===== src/rtl/fp_pkg.sv =====
// Shared FP32 alignment types and constants for the fp_align_ctrl slice.
package fp_pkg;

    localparam int unsigned EXP_W   = 8;
    localparam int unsigned MAN_W   = 24;
    localparam int unsigned ALN_W   = 26;
    localparam int unsigned SHF_W   = 5;
    localparam int unsigned FRAC_W  = MAN_W - 1;
    localparam int unsigned SHF_MAX = (2 ** SHF_W) - 1;

    typedef struct packed {
        logic              sign;
        logic [EXP_W-1:0]  expo;
        logic [FRAC_W-1:0] frac;
    } fp32_t;

    typedef enum logic [1:0] {
        S_IDLE  = 2'd0,
        S_CMP   = 2'd1,
        S_SHIFT = 2'd2,
        S_DONE  = 2'd3
    } align_state_e;

    // Mantissa with hidden bit restored (denormals get a 0 hidden bit).
    function automatic logic [MAN_W-1:0] get_man(input fp32_t x);
        return {|x.expo, x.frac};
    endfunction

    // Denormals share the exponent of the smallest normal.
    function automatic logic [EXP_W-1:0] get_eff_exp(input fp32_t x);
        return (x.expo == '0) ? EXP_W'(1) : x.expo;
    endfunction

endpackage


===== src/rtl/SHF_right.sv =====
// Logarithmic right barrel shifter, zero fill.
module SHF_right #(
    parameter int unsigned SIZE_DATA  = 26,
    parameter int unsigned SIZE_SHIFT = 5
) (
    input  logic [SIZE_DATA-1:0]  data_in,
    input  logic [SIZE_SHIFT-1:0] shift,
    output logic [SIZE_DATA-1:0]  data_out
);

    logic [SIZE_DATA-1:0] stage [SIZE_SHIFT+1];

    assign stage[0] = data_in;

    // Stage k shifts by 2**k when shift[k] is set.
    for (genvar k = 0; k < int'(SIZE_SHIFT); k++) begin : g_stage
        assign stage[k+1] = shift[k] ? (stage[k] >> (2 ** k)) : stage[k];
    end

    assign data_out = stage[SIZE_SHIFT];

endmodule


===== src/rtl/fp_align_ctrl.sv =====
// FP32 add/sub operand alignment sequencer: order by magnitude, align smaller mantissa.
// Optional sticky collection enabled by defining FP_ALIGN_STICKY_EN.
module fp_align_ctrl
    import fp_pkg::*;
(
    input  logic             i_clk,
    input  logic             i_rst,
    input  logic             i_valid,
    output logic             o_ready,
    input  logic [31:0]      i_a,
    input  logic [31:0]      i_b,
    output logic             o_valid,
    input  logic             i_ready,
    output logic [ALN_W-1:0] o_man_big,
    output logic [ALN_W-1:0] o_man_small,
    output logic [EXP_W-1:0] o_exp,
    output logic             o_sign_big,
    output logic             o_sign_small,
    output logic             o_sticky,
    output logic             o_swap
);

    align_state_e state, state_nxt;
    logic         ready_nxt, valid_nxt;
    logic         load_ops, load_cmp, load_out;

    fp32_t op_a, op_b;

    logic             swap_q, sign_big_q, sign_small_q, sat_q;
    logic [EXP_W-1:0] exp_big_q;
    logic [MAN_W-1:0] man_big_q, man_small_q;
    logic [SHF_W-1:0] shift_q;

    logic [MAN_W-1:0] man_a, man_b;
    logic [EXP_W-1:0] eexp_a, eexp_b, diff;
    logic             swap_c, sat_c;

    logic [ALN_W-1:0] shf_in, shf_out;

    // State register and registered handshake outputs
    always_ff @(posedge i_clk) begin
        if (i_rst) begin
            state   <= S_IDLE;
            o_ready <= 1'b1;
            o_valid <= 1'b0;
        end else begin
            state   <= state_nxt;
            o_ready <= ready_nxt;
            o_valid <= valid_nxt;
        end
    end

    // Next-state and per-state load strobes
    always_comb begin
        state_nxt = state;
        load_ops  = 1'b0;
        load_cmp  = 1'b0;
        load_out  = 1'b0;
        case (state)
            S_IDLE: begin
                if (i_valid) begin
                    load_ops  = 1'b1;
                    state_nxt = S_CMP;
                end
            end
            S_CMP: begin
                load_cmp  = 1'b1;
                state_nxt = S_SHIFT;
            end
            S_SHIFT: begin
                load_out  = 1'b1;
                state_nxt = S_DONE;
            end
            S_DONE: begin
                if (i_ready) begin
                    state_nxt = S_IDLE;
                end
            end
            default: state_nxt = S_IDLE;
        endcase
        ready_nxt = (state_nxt == S_IDLE);
        valid_nxt = (state_nxt == S_DONE);
    end

    // Operand capture
    always_ff @(posedge i_clk) begin
        if (i_rst) begin
            op_a <= '0;
            op_b <= '0;
        end else if (load_ops) begin
            op_a <= fp32_t'(i_a);
            op_b <= fp32_t'(i_b);
        end
    end

    // Magnitude compare and exponent difference
    always_comb begin
        man_a  = get_man(op_a);
        man_b  = get_man(op_b);
        eexp_a = get_eff_exp(op_a);
        eexp_b = get_eff_exp(op_b);
        swap_c = {op_b.expo, man_b} > {op_a.expo, man_a};
        diff   = swap_c ? (eexp_b - eexp_a) : (eexp_a - eexp_b);
        sat_c  = diff > EXP_W'(SHF_MAX);
    end

    always_ff @(posedge i_clk) begin
        if (i_rst) begin
            swap_q       <= 1'b0;
            sign_big_q   <= 1'b0;
            sign_small_q <= 1'b0;
            sat_q        <= 1'b0;
            exp_big_q    <= '0;
            man_big_q    <= '0;
            man_small_q  <= '0;
            shift_q      <= '0;
        end else if (load_cmp) begin
            swap_q       <= swap_c;
            sign_big_q   <= swap_c ? op_b.sign : op_a.sign;
            sign_small_q <= swap_c ? op_a.sign : op_b.sign;
            sat_q        <= sat_c;
            exp_big_q    <= swap_c ? eexp_b : eexp_a;
            man_big_q    <= swap_c ? man_b : man_a;
            man_small_q  <= swap_c ? man_a : man_b;
            shift_q      <= sat_c ? SHF_W'(SHF_MAX) : diff[SHF_W-1:0];
        end
    end

    assign shf_in = {man_small_q, 2'b00};

    SHF_right #(
        .SIZE_DATA  (ALN_W),
        .SIZE_SHIFT (SHF_W)
    ) u_shf (
        .data_in  (shf_in),
        .shift    (shift_q),
        .data_out (shf_out)
    );

    // Aligned result registers, held through back-pressure
    always_ff @(posedge i_clk) begin
        if (i_rst) begin
            o_man_big    <= '0;
            o_man_small  <= '0;
            o_exp        <= '0;
            o_sign_big   <= 1'b0;
            o_sign_small <= 1'b0;
            o_swap       <= 1'b0;
        end else if (load_out) begin
            o_man_big    <= {man_big_q, 2'b00};
            o_man_small  <= sat_q ? '0 : shf_out;
            o_exp        <= exp_big_q;
            o_sign_big   <= sign_big_q;
            o_sign_small <= sign_small_q;
            o_swap       <= swap_q;
        end
    end

`ifdef FP_ALIGN_STICKY_EN
    logic [ALN_W-1:0] sticky_mask;
    logic             sticky_c;

    // Mask keeps exactly the low bits the shifter discards
    always_comb begin
        sticky_mask = ~({ALN_W{1'b1}} << shift_q);
        sticky_c    = sat_q ? (|man_small_q) : (|(shf_in & sticky_mask));
    end

    always_ff @(posedge i_clk) begin
        if (i_rst) begin
            o_sticky <= 1'b0;
        end else if (load_out) begin
            o_sticky <= sticky_c;
        end
    end
`else
    assign o_sticky = 1'b0;
`endif

endmodule


===== config.mk =====
export PLATFORM = sky130hd
export DESIGN_NAME = fp_align_ctrl
export DESIGN_NICKNAME = d
export VERILOG_FILES = /design/src/rtl/fp_pkg.sv /design/src/rtl/SHF_right.sv /design/src/rtl/fp_align_ctrl.sv
export SDC_FILE = /design/constraint.sdc
export NUM_CORES = 1
export LEC_CHECK = 0
export CORE_MARGIN = 2
export CORE_UTILIZATION = 55
export DETAILED_ROUTE_END_ITERATION = 8
export PLACE_DENSITY = 0.89
export SETUP_SLACK_MARGIN = 0.15
export SYNTH_ARGS = -nofsm -noshare
export SYNTH_HDL_FRONTEND = slang
export SYNTH_SLANG_ARGS = --single-unit

===== constraint.sdc =====
create_clock -name i_clk -period 8.25 [get_ports i_clk]
set_clock_uncertainty 0.15 [all_clocks]
set_input_delay 0.825 -clock i_clk [delete_from_list [all_inputs] [get_ports i_clk]]
set_output_delay 0.825 -clock i_clk [all_outputs]
set_load 0.05 [all_outputs]

==> impl_metrics.ini <==
[status]
status = finished, final reports clean

[pwr]
switching_power_uw = 909.8
power_frac_comb_pct = 27.1
leakagePower_nw = 4.214
peakVddDrop_mv = 0.1702
power.internal_mw = 1.693
power_density_nw_per_um2 = 223.9
clkPwrFrac_pct = 31.5
swShare_pct = 34.95
power_frac_seq_pct = 41.4

[cts]
cts_tree = done
cts_buffers = 17
hold_buffers = 0
ctsResizeCount = 0
cts_root_buffer = clkbuf_16
cts_max_path_buffers = 2
clk_pin_slew_ps = 70
insertion_delay_ps = 440
htreeDepth = 4
clock_sinks = 194
post_cts_buffers = 0

[critical_path]
worstSetupStartpointType = flop
cp_max_fo = 62
worstSetupEndpointType = flop
crit_required_ps = 8410
worstSetupPathType = flop to flop
worstPathArrival_ps = 4050

[yosys]
netlist_instances = 1253
synth-simple-area-share_pct = 17.62
yosysTopAreaCell = dfxtp_1
yosysTopAreaCellShare_pct = 39.43
synthArstFlopShare_pct = 0
synth_top_family_by_area = compound AO/OA/AOI/OAI gates
yosys-top-cells-area = dfxtp_1, nand2_1, a21oi_1
ys_seq_area_share_pct = 39.43
synth-xor-area-share_pct = 0.3556
yosysWarnings = 0
syn_area_per_cell_um2 = 7.862
synth_edf_count = 0
synth-seq-cells = 194
synthAdderAreaFrac_pct = 6.249
syn-cell-area_um2 = 9851
synth_compound_area_share_pct = 22.69
yosysMostFrequentCell = nand2_1
muxShareOfSynthArea_pct = 6.833
synthFlopType = dfxtp_1
synth_common_cells = nand2_1, dfxtp_1, a21oi_1
synth.distinct_cells = 62

[timing]
timing.slew.headroom_pct = 17.04
fmaxAchievable_mhz = 256.9
drv_slew = 0
fin_crit_sh_pct = 47.18
fin_setup_tns_ps = 0
tightestPinTransition_ps = 1240
finalHoldViolations = 0
finalSetupViolCount = 0
rsz0062_at_grt = false
period_minus_slack_ps = 3893
setup_ws_ps = 4357

[die]
initial_utilization_pct = 56.56
die_h_um = 137.8
boundaryPins = 134
die_area_um2 = 19000
rows = 48
dieWidth_um = 137.8
core_area_um2 = 17420

[placement]
routabilityCongestion = 0.9612
dpl_cell_area_um2 = 11060
dp_slack_ps = 4417
io_buffers = 130
hpwl_um = 16960

[routing]
drc = 0
drtIter0Drc = 966
dr.pass1.iters = 6
routed_via_density = 5.969
avgRoutedWirePerCell_um = 16.55
ant_nets = 0
routed_wl_um = 25550
via_count = 9216

[job]
cap_violations = 0

[grt]
grt_pass1_wl_um = 41410
grt_overflow_total = 0
grt_util_all_layers_pct = 27.25
antenna_found_initial = 0
grt_max_degree = 118
grt_pass1_vias = 8400

[cells_and_area]
final_area_um2 = 11630
area.growth.synth_to_final_pct = 18.04
fin_nets = 1422
drive_above_1_share_pct = 6.823
n_antenna_cell = 0

[worst_hold_path]
hold_class = flop to flop
[area by class of cell]
class	instances	area (um^2)
fill	1420	5789
timing repair buffer	139	1366
multi-input combinational	900	5321
sequential	194	3884
inverter	54	202.7
tap	225	281.5
clock buffer	19	432.9
clock inverter	13	138.9
[metal layers]
metal | GRT usage, % | part of all wire [%]
met3 | 5.556 | 7.4
met1 | 37.83 | 45
met5 | 0 | 0
met4 | 9.014 | 2.0
met2 | 42.48 | 46
[worst paths after layout]
path                             endpoint  depth (start not counted)  slack, ps                     from
setup / recovery  shift_q[1]$_SDFFE_PP0N_                         10       4360    op_b[26]$_SDFFE_PP0P_
setup reg to reg  shift_q[1]$_SDFFE_PP0N_                         10       4360    op_b[26]$_SDFFE_PP0P_
hold / removal    o_sign_big$_SDFFE_PP0P_                          2        300  sign_big_q$_SDFFE_PP0N_
hold reg to reg   o_sign_big$_SDFFE_PP0P_                          2        300  sign_big_q$_SDFFE_PP0N_
[sequential cells by signal, indices dropped and copies added, names as in the netlist, 2 cells and up]
register and flops:
man_b 23, exp_big_q 8, man_small_q 24, o_man_small 26, man_big_q 24, o_exp 8, shift_q 5, state 2
o_man_big 24, man_a 23, op_b 9, op_a 9
[logic make-up after synthesis]
logic type | count (synthesis)
AO/OA/AOI/OAI | 386
XOR/XNOR | 4
adder cells (fa/ha/maj) | 48
buffers and inverters | 161
flip-flops | 194
multiplexers | 47
other | 1
AND/OR/NAND/NOR | 412
[stage by stage]
step / hold slack (ps) / cells / util (%) / power, mW
global route: 314.6 / 1544 / 66.76 / 2.723
CTS: 303.8 / 1544 / 66.76 / 2.593
floorplan: 277.5 / 1255 / - / 1.612
global placement: 286.6 / 1512 / 63.48 / 1.762
detailed placement: 293.9 / 1512 / 63.48 / 1.782
finish: 302.6 / 1544 / 66.76 / 2.603
[critical path, cell delays in order, from the launching register on]
cell,delay (ps)
dfxtp_1,360
nor4_1,320
nand2_1,170
ha_1,340
and4_1,220
and4bb_2,270
a211oi_1,410
a22oi_2,120
nand2_2,920
mux2i_1,370
a21oi_1,120
[power by group through the flow]
stage / clock [mW] / combinational, mW / sequential (mW)
5_1_grt: 0.861 / 0.775 / 1.09
3_3_place_gp: 0 / 0.669 / 1.09
6_report: 0.819 / 0.705 / 1.08
3_5_place_dp: 0 / 0.686 / 1.10
4_1_cts: 0.823 / 0.695 / 1.08
2_1_floorplan: 0 / 0.510 / 1.10
[placed cells by master, fill, tap and decap left out, drive strengths merged, types with 16 or more instances in the layout]
cell type	Yosys	routed
a211oi	16	16
a31oi	31	31
o21ai	123	123
nor2	45	45
nand2	303	303
dfxtp	194	194
ha	46	46
mux2i	20	20
a22oi	19	19
a21oi	157	157
clkdlybuf4s50	0	129
inv	54	62
clkbuf	84	19
Note: power is estimated with default switching activity, not from simulation.
